### src/rtl/can_error_detection_pkg.sv
// Shared constants and types for the CAN error detection block.
package can_pkg;

    // Counter increments applied per detected error
    localparam int unsigned TEC_TX_INC    = 8;
    localparam int unsigned REC_RX_INC    = 1;

    // Fault confinement thresholds
    localparam int unsigned PASSIVE_LIMIT = 128;
    localparam int unsigned BUS_OFF_LIMIT = 256;
    localparam int unsigned REC_MAX       = 255;

    typedef enum logic [1:0] {
        ERR_ACTIVE,
        ERR_PASSIVE,
        BUS_OFF
    } fault_state_e;

endpackage

### src/rtl/can_fault_confinement.sv
// Transmit/receive error counters and fault confinement state decode.
//
//   state       | meaning
//   ------------+------------------------------------------------------
//   ERR_ACTIVE  | tec < 128 and rec < 128, node sends active error flags
//   ERR_PASSIVE | tec >= 128 or rec >= 128, node sends passive flags
//   BUS_OFF     | tec reached 256, counters frozen until reset
module can_fault_confinement
    import can_pkg::*;
(
    input  logic       clk,
    input  logic       rst,
    input  logic       tx_err,
    input  logic       rx_err,
    output logic [8:0] tec,
    output logic [7:0] rec,
    output logic       error_active,
    output logic       error_passive,
    output logic       bus_off
);

    logic [9:0]   tec_sum;
    logic [8:0]   tec_next;
    logic [7:0]   rec_next;
    logic         frozen;
    fault_state_e state;

    // Saturating next values for both counters
    always_comb begin
        tec_sum  = 10'(tec) + 10'(TEC_TX_INC);
        tec_next = tec_sum[8:0];
        if (tec_sum >= 10'(BUS_OFF_LIMIT)) begin
            tec_next = 9'(BUS_OFF_LIMIT);
        end
        rec_next = rec + 8'(REC_RX_INC);
        if (rec == 8'(REC_MAX)) begin
            rec_next = rec;
        end
        frozen = (tec >= 9'(BUS_OFF_LIMIT));
    end

    // Counter registers; bus-off freezes both until reset
    always_ff @(posedge clk) begin
        if (rst) begin
            tec <= '0;
            rec <= '0;
        end else if (!frozen) begin
            if (tx_err) begin
                tec <= tec_next;
            end else if (rx_err) begin
                rec <= rec_next;
            end
        end
    end

    // Fault state decoded straight from the registered counters
    always_comb begin
        state = ERR_ACTIVE;
        if (tec >= 9'(BUS_OFF_LIMIT)) begin
            state = BUS_OFF;
        end else if ((tec >= 9'(PASSIVE_LIMIT)) || (rec >= 8'(PASSIVE_LIMIT))) begin
            state = ERR_PASSIVE;
        end
        error_active  = (state == ERR_ACTIVE);
        error_passive = (state == ERR_PASSIVE);
        bus_off       = (state == BUS_OFF);
    end

endmodule

### src/rtl/can_error_detection.sv
// CAN protocol error detection: bit, stuff, CRC, ACK and form errors,
// feeding the fault confinement counters.
module can_error_detection
    import can_pkg::*;
(
    input  logic       clk,
    input  logic       rst,
    input  logic       rx_bit,
    input  logic       tx_bit,
    input  logic       tx_active,
    input  logic       sample_point,
    input  logic       bit_de_stuffing_ff,
    input  logic       remove_stuff_bit,
    input  logic       rx_bit_curr,
    input  logic       rx_bit_prev,
    input  logic       in_arbitration,
    input  logic       in_ack_slot,
    input  logic       sending_error_flag_passive,
    input  logic       in_crc_delimiter,
    input  logic       in_ack_delimiter,
    input  logic       in_eof,
    input  logic       crc_check_done,
    input  logic       crc_rx_valid,
    input  logic       crc_rx_match,
    output logic       bit_error,
    output logic       stuff_error,
    output logic       crc_error,
    output logic       form_error,
    output logic       ack_error,
    output logic [8:0] tec,
    output logic [7:0] rec,
    output logic       error_active,
    output logic       error_passive,
    output logic       bus_off
);

    logic bit_error_d;
    logic stuff_error_d;
    logic crc_error_d;
    logic ack_error_d;
    logic form_error_d;
    logic any_err;
    logic tx_err;
    logic rx_err;

    // Combinational detection terms; CRC result is strobed independently
    // of the sample point
    always_comb begin
        bit_error_d   = sample_point & tx_active & (rx_bit != tx_bit) &
                        ~in_arbitration & ~in_ack_slot & ~sending_error_flag_passive;
        stuff_error_d = sample_point & bit_de_stuffing_ff & remove_stuff_bit &
                        (rx_bit_curr == rx_bit_prev);
        crc_error_d   = crc_check_done & crc_rx_valid & ~crc_rx_match;
        ack_error_d   = sample_point & tx_active & in_ack_slot & rx_bit;
        form_error_d  = sample_point & (in_crc_delimiter | in_ack_delimiter | in_eof) & ~rx_bit;
        any_err       = bit_error_d | stuff_error_d | crc_error_d | ack_error_d | form_error_d;
        tx_err        = any_err & tx_active;
        rx_err        = any_err & ~tx_active;
    end

    // One-cycle registered error pulses
    always_ff @(posedge clk) begin
        if (rst) begin
            bit_error   <= 1'b0;
            stuff_error <= 1'b0;
            crc_error   <= 1'b0;
            form_error  <= 1'b0;
            ack_error   <= 1'b0;
        end else begin
            bit_error   <= bit_error_d;
            stuff_error <= stuff_error_d;
            crc_error   <= crc_error_d;
            form_error  <= form_error_d;
            ack_error   <= ack_error_d;
        end
    end

    can_fault_confinement u_fault_confinement (
        .clk           (clk),
        .rst           (rst),
        .tx_err        (tx_err),
        .rx_err        (rx_err),
        .tec           (tec),
        .rec           (rec),
        .error_active  (error_active),
        .error_passive (error_passive),
        .bus_off       (bus_off)
    );

endmodule

### config.mk
export PLATFORM = sky130hd
export DESIGN_NAME = can_error_detection
export DESIGN_NICKNAME = d
export VERILOG_FILES = /design/src/rtl/can_error_detection_pkg.sv /design/src/rtl/can_fault_confinement.sv /design/src/rtl/can_error_detection.sv
export SDC_FILE = /design/constraint.sdc
export NUM_CORES = 1
export LEC_CHECK = 0
export CAP_MARGIN = 20
export CORE_MARGIN = 2
export CORE_UTILIZATION = 25
export CTS_CLUSTER_DIAMETER = 60
export DETAILED_ROUTE_END_ITERATION = 8
export GPL_TIMING_DRIVEN = 1
export SETUP_SLACK_MARGIN = 0.3
export SLEW_MARGIN = 40
export SYNTH_ARGS = -nofsm -noshare
export SYNTH_HDL_FRONTEND = slang
export SYNTH_SLANG_ARGS = --single-unit
### constraint.sdc
create_clock -name clk -period 1.8 [get_ports clk]
set_input_delay 0.27 -clock clk [delete_from_list [all_inputs] [get_ports clk]]
set_output_delay 0.27 -clock clk [all_outputs]
set_load 0.02 [all_outputs]
## Yosys cells after proc, flatten, opt, wreduce, memory -nomap -nowiden

Cells that the tools add are included.

| storage, ports and cells | value |
|---|---|
| ROM bits | 0 |
| output and inout port bits | 25 |
| register bits after elaboration | 22 |
| latch bits | 0 |
| bits in writable memories | 0 |
| memories | 0 |

| operators by class | value |
|---|---|
| equality and inequality tests | 5 |
| bitwise gates (word level) | 31 |
| add/subtract/negate cells | 2 |
| div/mod/pow operators | 0 |
| multipliers | 0 |
| reduce and logical (&&, ||, !) cells | 4 |
| multiplexer cells | 3 |
| shifts and indexed selects | 0 |
| $lt $le $gt $ge | 4 |

Operator list:

| operator | number |
|---|---|
| AND 1 bit | 16 |
| adder 9 x 4 -> 10 bit, second input constant | 1 |
| >= comparator 10 x 9 -> 1 bit, second input constant | 1 |
| >= comparator 9 x 8 -> 1 bit, second input constant | 1 |
| >= comparator 9 bit, second input constant | 1 |
| two-way mux 9 bit | 1 |
| NOT 1 bit | 9 |
| adder 8 x 1 -> 8 bit, second input constant | 1 |
| equality test 8 bit, second input constant | 1 |
| >= comparator 8 bit, second input constant | 1 |
| OR 1 bit | 6 |
| AND reduction 4 bit | 1 |
| equality test 2 x 1 -> 1 bit, second input constant | 1 |
| equality test 2 bit, second input constant | 1 |
| zero test 2 bit | 1 |
| two-way mux 2 bit | 1 |
| AND reduction 2 bit | 1 |
| equality test 1 bit | 1 |
| logical OR 1 bit | 1 |
| two-way mux 1 bit | 1 |
| inequality test 1 bit | 1 |

## Longest topological paths before layout

Gate-level depths: netlist of the first run.

| logic depth | value |
|---|---|
| word-level depth | 12 |
| mapped depth | 7 |

## By module

From an unflattened synthesis of the first run, not the netlist that was laid out.

| second synthesis, totals | value |
|---|---|
| cell total of the unflattened synthesis | 109 |
| area total of the unflattened synthesis | 994.7 um2 |

Modules (own cells, without submodules):

| module | sequential area each (um2) | area an instance (um2) | instances | cells an instance |
|---|---|---|---|---|
| can_fault_confinement | 280.3 | 768.2 | 1 | 84 |
| can_error_detection | 100.1 | 226.5 | 1 | 25 |

## Worst setup path after synthesis of the first run

Ideal clock, no wire load.

| timing | value |
|---|---|
| path kind | register to register |
| from | register u_fault_confinement.rec[0] |
| to | register u_fault_confinement.rec[2] |
| path buffers | 1 |
| cell stages (with the launch flop) | 8 |
| data arrival time | 1.788 ns |
| setup slack | -0.058 ns |
| cells stage by stage | dfxtp_1 -> ha_1 -> and3_1 -> a311oi_1 -> o31ai_1 -> buf_2 -> or3_1 -> a21oi_1 |

| between the ends | value |
|---|---|
| cells in the longest elaborated chain, start to end | 3 |
| elaborated cells between the ends (all ways) | 4 |
| classes of those cells | add/sub (1); eq/ne (1); bitwise (1); reduce/logical (1) |

RTL lines:

| item | line | text |
|---|---|---|
| start, declared | can_fault_confinement.sv:16 | `output logic [7:0] rec,` |
| start signal, assigned | can_fault_confinement.sv:51 | `rec <= rec_next;` |
| branches (longest 3 deep; another with adder 8 x 1 -> 8 bit) | n/a |  |

Parallel ways; which one is timed is not known.
A chain may end at the register's enable or synchronous reset.

## Worst setup path after layout of the first run

| timing | value |
|---|---|
| from | register u_fault_confinement.rec[0] |
| to | register u_fault_confinement.rec[7] |

The elaborated chain is that of the path after synthesis.

==> out/results.ini, run 1 <==
[run_status]
status = complete, but fails checks
violations = negative setup slack

[yosys]
synth-edff-count = 0
synth_seq_cells = 19
synthCells = 114
async_flop_share = 0
ys_seq_area_frac = 0.395
avgSynthCellArea_um2 = 8.45
synth_warnings = 0
synth_top_area_frac = 0.395
synth_area_leaders = dfxtp_1 (39%), a21oi_1 (6.2%), ha_1 (5.2%)
ys_types = 34
yosys.area.top_type = dfxtp_1
synth_area_um2 = 963
synth-main-ff-cell = dfxtp_1

[finish]
mostFrequentLayoutCell = buf_4
nets = 208
layout_common_cells = buf_4 (28), dlygate4sd2_1 (19), dfxtp_1 (14), a21oi_1 (10), nor2_1 (8)
layout-drive-gt1-share = 0.386
finish.instance_area_um2 = 1740
antenna_cells = 0
syn_to_final_growth_pct = 81.0
fin_util = 0.473

[min_path]
min_path_cells = 3
min-delay-start = rx_bit
holdCritPathClass = in -> reg
hold_end = form_error$_SDFF_PP0_

[pwr]
p_per_area_nw_per_um2 = 535
power.total_mw = 0.933
peakVddDrop_v = 0.000423
power.leakage_nw = 0.753

[floorplanning]
coreArea_um2 = 3690
die_width_um = 66.1
rows = 22
fp.dieH_um = 66.1
boundaryPins = 44
dieArea_um2 = 4370
start_util = 0.261

[sta]
report.final.slew_viol_count = 0
fin_crit_sh = 1.01
setup_viol = 1
finClkSkew_ps = 6.31
layout_min_cycle_time_ps = 1820
setup_ws_ps = -15.1
max_freq_mhz = 551
rsz0062_at_grt = yes
hold_violations = 0

[placed_design]
place_area_um2 = 1590
gp_congestion = 0.757
dpl_worst_slack_ps = -295
hpwlAfterDp_mm = 1.99
io_buffers = 40

[setup_path]
cp_cell_sequence = ha_4, and3_4, a311oi_2, o31ai_2, buf_4, or4_4, a21oi_2
worstPathArrival_ps = 2010
critPathMaxFanout = 6
crit_path_top_delay_cell = or4_4
critPathTopFamily = simple AND/OR/NAND/NOR gates
crit_type = reg -> reg
cp.required_ps = 1990
rr_startpoint = u_fault_confinement.rec[0]$_SDFFE_PP0P_
worstPathBufferInverterCount = 1
cpPeakStageDelay_ps = 420
ff2ff_setup_slack_ps = -20
end_kind = flop
worstReg2RegEnd = u_fault_confinement.rec[7]$_SDFFE_PP0P_
cp-start-kind = flop
r2r_cells = 7

[clock_tree]
cts_root_buf = clkbuf_8
clk_path_buf_depth = 2
clk_transition_reported_paths_ps = 70
clock_latency_ps = 260
cts_buffers = 3
holdBufCountCts = 0
cts_tree = done
cts.sinks = 19
htreeDepth = 1

[routing]
wl_per_cell_um = 11.6
via_count = 1075
routed_wl_mm = 2.70
drtIter0Drc = 41
drtPass1Iterations = 4
drc = 0
via_per_inst = 4.63
ant_nets = 0

[global_route]
grt_start_max_net_pins = 20
grt_pass1_wl_mm = 4.62
antenna_found_initial = 0
grt-ovfl-total = 0
grt_usage = 0.133
grt_pass1_vias = 1107

[flow_run]
maxCapViolCount = 0

power breakdown:
group	switching [mW]	internal, mW	leakage, nW	total, mW
combinational	0.0892	0.104	0.571	0.194
clock	0.146	0.154	0.0255	0.300
sequential	0.00968	0.429	0.157	0.439
tightest hold or removal path: stages:
cell,delay [ps]
buf_2,110
buf_4,120
nor4_1,50
final cells by class:
type | instances | area [µm²]
sequential | 19 | 392
tap | 48 | 60.1
multi-input combinational | 83 | 632
clock inverter | 1 | 5.00
clock buffer | 3 | 41.3
timing repair buffer | 71 | 588
inverter | 7 | 26.3
fill | 372 | 1940
flip-flops by register name, summed over array words and instances (netlist names):
| name | cells |
|---|---|
| u_fault_confinement.tec | 6 |
| form_error | 1 |
| stuff_error | 1 |
| u_fault_confinement.rec | 8 |
| crc_error | 1 |
| ack_error | 1 |
| bit_error | 1 |
cells in the mapped netlist, types with 2 or more instances:
| cell type | count |
|---|---|
| dfxtp_1 | 19 |
| a21oi_1 | 12 |
| nor2_1 | 10 |
| nand3_1 | 8 |
| inv_1 | 7 |
| o21ai_0 | 7 |
| nand2_1 | 5 |
| or3_1 | 5 |
| ha_1 | 4 |
| nor3_1 | 4 |
| buf_4 | 3 |
| and3_1 | 2 |
| clkbuf_1 | 2 |
| nor4_1 | 2 |
| o31ai_1 | 2 |
| or3_2 | 2 |
| xnor2_1 | 2 |
| xor2_1 | 2 |
worst max-delay path by stage:
| stage | endpoint | slack [ps] | start | depth (start not counted) |
|---|---|---|---|---|
| after CTS | error_passive | 10 | u_fault_confinement.rec[7]$_SDFFE_PP0P_ | 4 |
| after detailed placement | u_fault_confinement.tec[5]$_SDFFE_PP0P_ | -300 | rx_bit | 6 |
| after global routing | u_fault_confinement.rec[7]$_SDFFE_PP0P_ | -100 | u_fault_confinement.rec[0]$_SDFFE_PP0P_ | 7 |
| final | u_fault_confinement.rec[7]$_SDFFE_PP0P_ | -20 | u_fault_confinement.rec[0]$_SDFFE_PP0P_ | 7 |
| after floorplan | u_fault_confinement.rec[2]$_SDFFE_PP0P_ | 110 | u_fault_confinement.rec[1]$_SDFFE_PP0P_ | 7 |
| after global placement | u_fault_confinement.rec[7]$_SDFFE_PP0P_ | -270 | rx_bit | 7 |
stage by stage:
step	std cells	TNS (ps)	hold WS, ps
4_1_cts	232	0	324
2_1_floorplan	116	0	349
3_5_place_dp	217	-3060	524
6_report	232	-15.1	334
5_1_grt	232	-165	341
3_3_place_gp	217	-2750	513
repair_timing:
action                                  CTS  global route
setup buffers                            10             0
resized for setup                        60            23
cloned                                    1             0
endpoints found under the setup margin   31            15
pin swaps                                15            13
metal layers:
metal	track usage	wire length [µm]	vias to the layer above
li1	-	-	539
met3	0.0375	133	0
met1	0.143	1140	511
met4	0.0357	0	0
met5	0	0	-
met2	0.251	1430	25
logic make-up (layout without fill, tap and decap cells):
logic type,Yosys count,in the layout,synth area share
AO/OA/AOI/OAI,25,25,0.175
XOR/XNOR,4,4,0.0364
adder cells (fa/ha/maj),4,4,0.0520
buffers and inverters,14,82,0.0675
flip-flops,19,19,0.395
multiplexers,1,1,0.0104
other,1,3,0.00389
AND/OR/NAND/NOR,46,46,0.260
Note: power is estimated with default switching activity, not from simulation.
==> inputs of run 2 (changes only) <==
RECOVER_POWER = 100   (was unset)
==> run 2 against run 1 <==
The run still ends with negative setup slack left. Critical path depth stayed put. Total power hardly changed. Sequential share of layout area stayed put. First-iteration DRC count stayed put. Critical endpoint unchanged.
==> out/results.ini, run 2 (synthesis results as in run 1) <==
[setup_path]
crit_path_top_delay_cell = or4_4
cp_cell_sequence = ha_4, and3_4, a311oi_2, o31ai_2, buf_4, or4_4, a21oi_2
critPathMaxFanout = 6  ; unchanged
worstPathArrival_ps = 2010  ; about the same
ff2ff_setup_slack_ps = -20  ; about the same
crit_type = reg -> reg
cpPeakStageDelay_ps = 420  ; about the same
cp.required_ps = 1990  ; about the same
cp-start-kind = flop
rr_startpoint = u_fault_confinement.rec[0]$_SDFFE_PP0P_
worstReg2RegEnd = u_fault_confinement.rec[7]$_SDFFE_PP0P_
r2r_cells = 7  ; unchanged
end_kind = flop

[routing]
ant_nets = 0  ; unchanged
via_per_inst = 4.63  ; about the same
drc = 0  ; unchanged
via_count = 1074  ; -0.093%
wl_per_cell_um = 11.7  ; +0.22%
drtPass1Iterations = 4  ; unchanged
drtIter0Drc = 41  ; unchanged
routed_wl_mm = 2.71  ; +0.22%

[flow_run]
maxCapViolCount = 0  ; unchanged

[floorplanning]
rows = 22  ; unchanged
fp.dieH_um = 66.1  ; unchanged
die_width_um = 66.1  ; unchanged
start_util = 0.261  ; unchanged
dieArea_um2 = 4370  ; unchanged
coreArea_um2 = 3690  ; unchanged
boundaryPins = 44  ; unchanged

[finish]
regMostFlops = u_fault_confinement.rec
layout-drive-gt1-share = 0.386  ; unchanged
fin_cells = 232  ; unchanged
largest_reg_flops = 8  ; unchanged
final.fill_count = 372  ; unchanged
antenna_cells = 0  ; unchanged
nets = 208  ; unchanged
mostFrequentLayoutCell = buf_4
syn_to_final_growth_pct = 81.0  ; unchanged
layout_common_cells = buf_4 (28), dlygate4sd2_1 (19), dfxtp_1 (14), a21oi_1 (10), nor2_1 (8)
reg.largest.list = u_fault_confinement.rec (8), u_fault_confinement.tec (6)

[clock_tree]
cts_root_buf = clkbuf_8
cts_buffers = 3  ; unchanged
clk_path_buf_depth = 2  ; unchanged
cts_tree = done
clk_transition_reported_paths_ps = 70  ; about the same
clock_latency_ps = 260  ; about the same
htreeDepth = 1  ; unchanged
cts.sinks = 19  ; unchanged

[sta]
setup_viol = 1  ; unchanged
max_freq_mhz = 551  ; about the same
layout_min_cycle_time_ps = 1820  ; +0.441 ps
final.setup.tns_ps = -15.5  ; -0.441 ps
report.final.slew_viol_count = 0  ; unchanged
fin_crit_sh = 1.01  ; about the same
finClkSkew_ps = 6.10  ; -0.202 ps
setup_ws_ps = -15.5  ; -0.441 ps
hold_violations = 0  ; unchanged
rsz0062_at_grt = yes

[global_route]
grt_start_max_net_pins = 20  ; unchanged
grt_usage = 0.133  ; unchanged
antenna_found_initial = 0  ; unchanged
grt_pass1_wl_mm = 4.62  ; unchanged
grt_pass1_vias = 1107  ; unchanged
grt-ovfl-total = 0  ; unchanged

[placed_design]
gp_congestion = 0.757  ; unchanged
io_buffers = 40  ; unchanged
hpwlAfterDp_mm = 1.99  ; unchanged
placedCellCount = 217  ; unchanged

[min_path]
min-delay-start = rx_bit
min_path_cells = 3  ; unchanged
hold_end = form_error$_SDFF_PP0_
holdCritPathClass = in -> reg

[pwr]
power.leakage_nw = 0.753  ; unchanged
peakVddDrop_v = 0.000423  ; about the same
p_per_area_nw_per_um2 = 535  ; about the same

[run_status]
status = complete, but fails checks
violations = negative setup slack

run 2: cell counts in the layout (fill, tap and decap cells not counted):
Identical to the previous run, type by type.
run 2: worst max-delay path, delay by kind of cell, from the launching register on:
family,cells,cell delay [ps]
AND/OR/NAND/NOR,2,590
AO/OA/AOI/OAI,3,490
flip-flops,1,350
buffers and inverters,1,170
adder cells (fa/ha/maj),1,150
run 2: worst max-delay path by stage:
stage	start	endpoint	slack [ps]	cells past startpoint
5_1_grt	u_fault_confinement.rec[0]$_SDFFE_PP0P_	u_fault_confinement.rec[7]$_SDFFE_PP0P_	-100	7
2_1_floorplan	u_fault_confinement.rec[1]$_SDFFE_PP0P_	u_fault_confinement.rec[2]$_SDFFE_PP0P_	110	7
6_report	u_fault_confinement.rec[0]$_SDFFE_PP0P_	u_fault_confinement.rec[7]$_SDFFE_PP0P_	-20	7
3_3_place_gp	rx_bit	u_fault_confinement.rec[7]$_SDFFE_PP0P_	-270	7
3_5_place_dp	rx_bit	u_fault_confinement.tec[5]$_SDFFE_PP0P_	-300	6
4_1_cts	u_fault_confinement.rec[7]$_SDFFE_PP0P_	error_passive	10	4
run 2: metal layers:
metal  track usage  wire length (µm)  vias to the layer above  share of wire
li1              -                 -                      539              -
met1         0.143              1160                      513           0.43
met2         0.251              1420                       22           0.53
met3        0.0375               121                        0          0.045
met4        0.0357                 0                        0              0
met5             0                 0                        -              0
run 2: per-stage QoR:
step                      area, µm²  setup WS [ps]  hold WS [ps]  total power [mW]  utilization
after floorplan                1020            106           349             0.531            -
after global placement         1590           -274           513             0.625        0.432
after detailed placement       1590           -295           524             0.628        0.432
after CTS                      1700           12.9           324             0.942        0.460
after global routing           1740           -103           341             0.976        0.473
final                          1740          -15.5           334             0.932        0.473
run 2: cell type report:
class	count	area, µm²	share of cell area
timing repair buffer	71	588	0.337
sequential	19	392	0.225
inverter	7	26.3	0.0151
clock inverter	1	5.00	0.00287
multi-input combinational	83	632	0.362
tap	48	60.1	0.0344
clock buffer	3	41.3	0.0237
run 2: where the power goes:
part / internal, mW / total (mW) / switching, mW / leakage (nW)
clock network: 0.154 / 0.300 / 0.146 / 0.0255
registers: 0.429 / 0.439 / 0.00969 / 0.157
logic: 0.104 / 0.194 / 0.0893 / 0.571
run 2: timing repair:
item / CTS / global route
resized for setup: 60 / 23
hold endpoints to repair: 0 / 0
setup buffers: 10 / 0
gates cloned: 1 / 0
pin swaps: 15 / 13
endpoints found under the setup margin: 31 / 15
hold buffers: 0 / 0
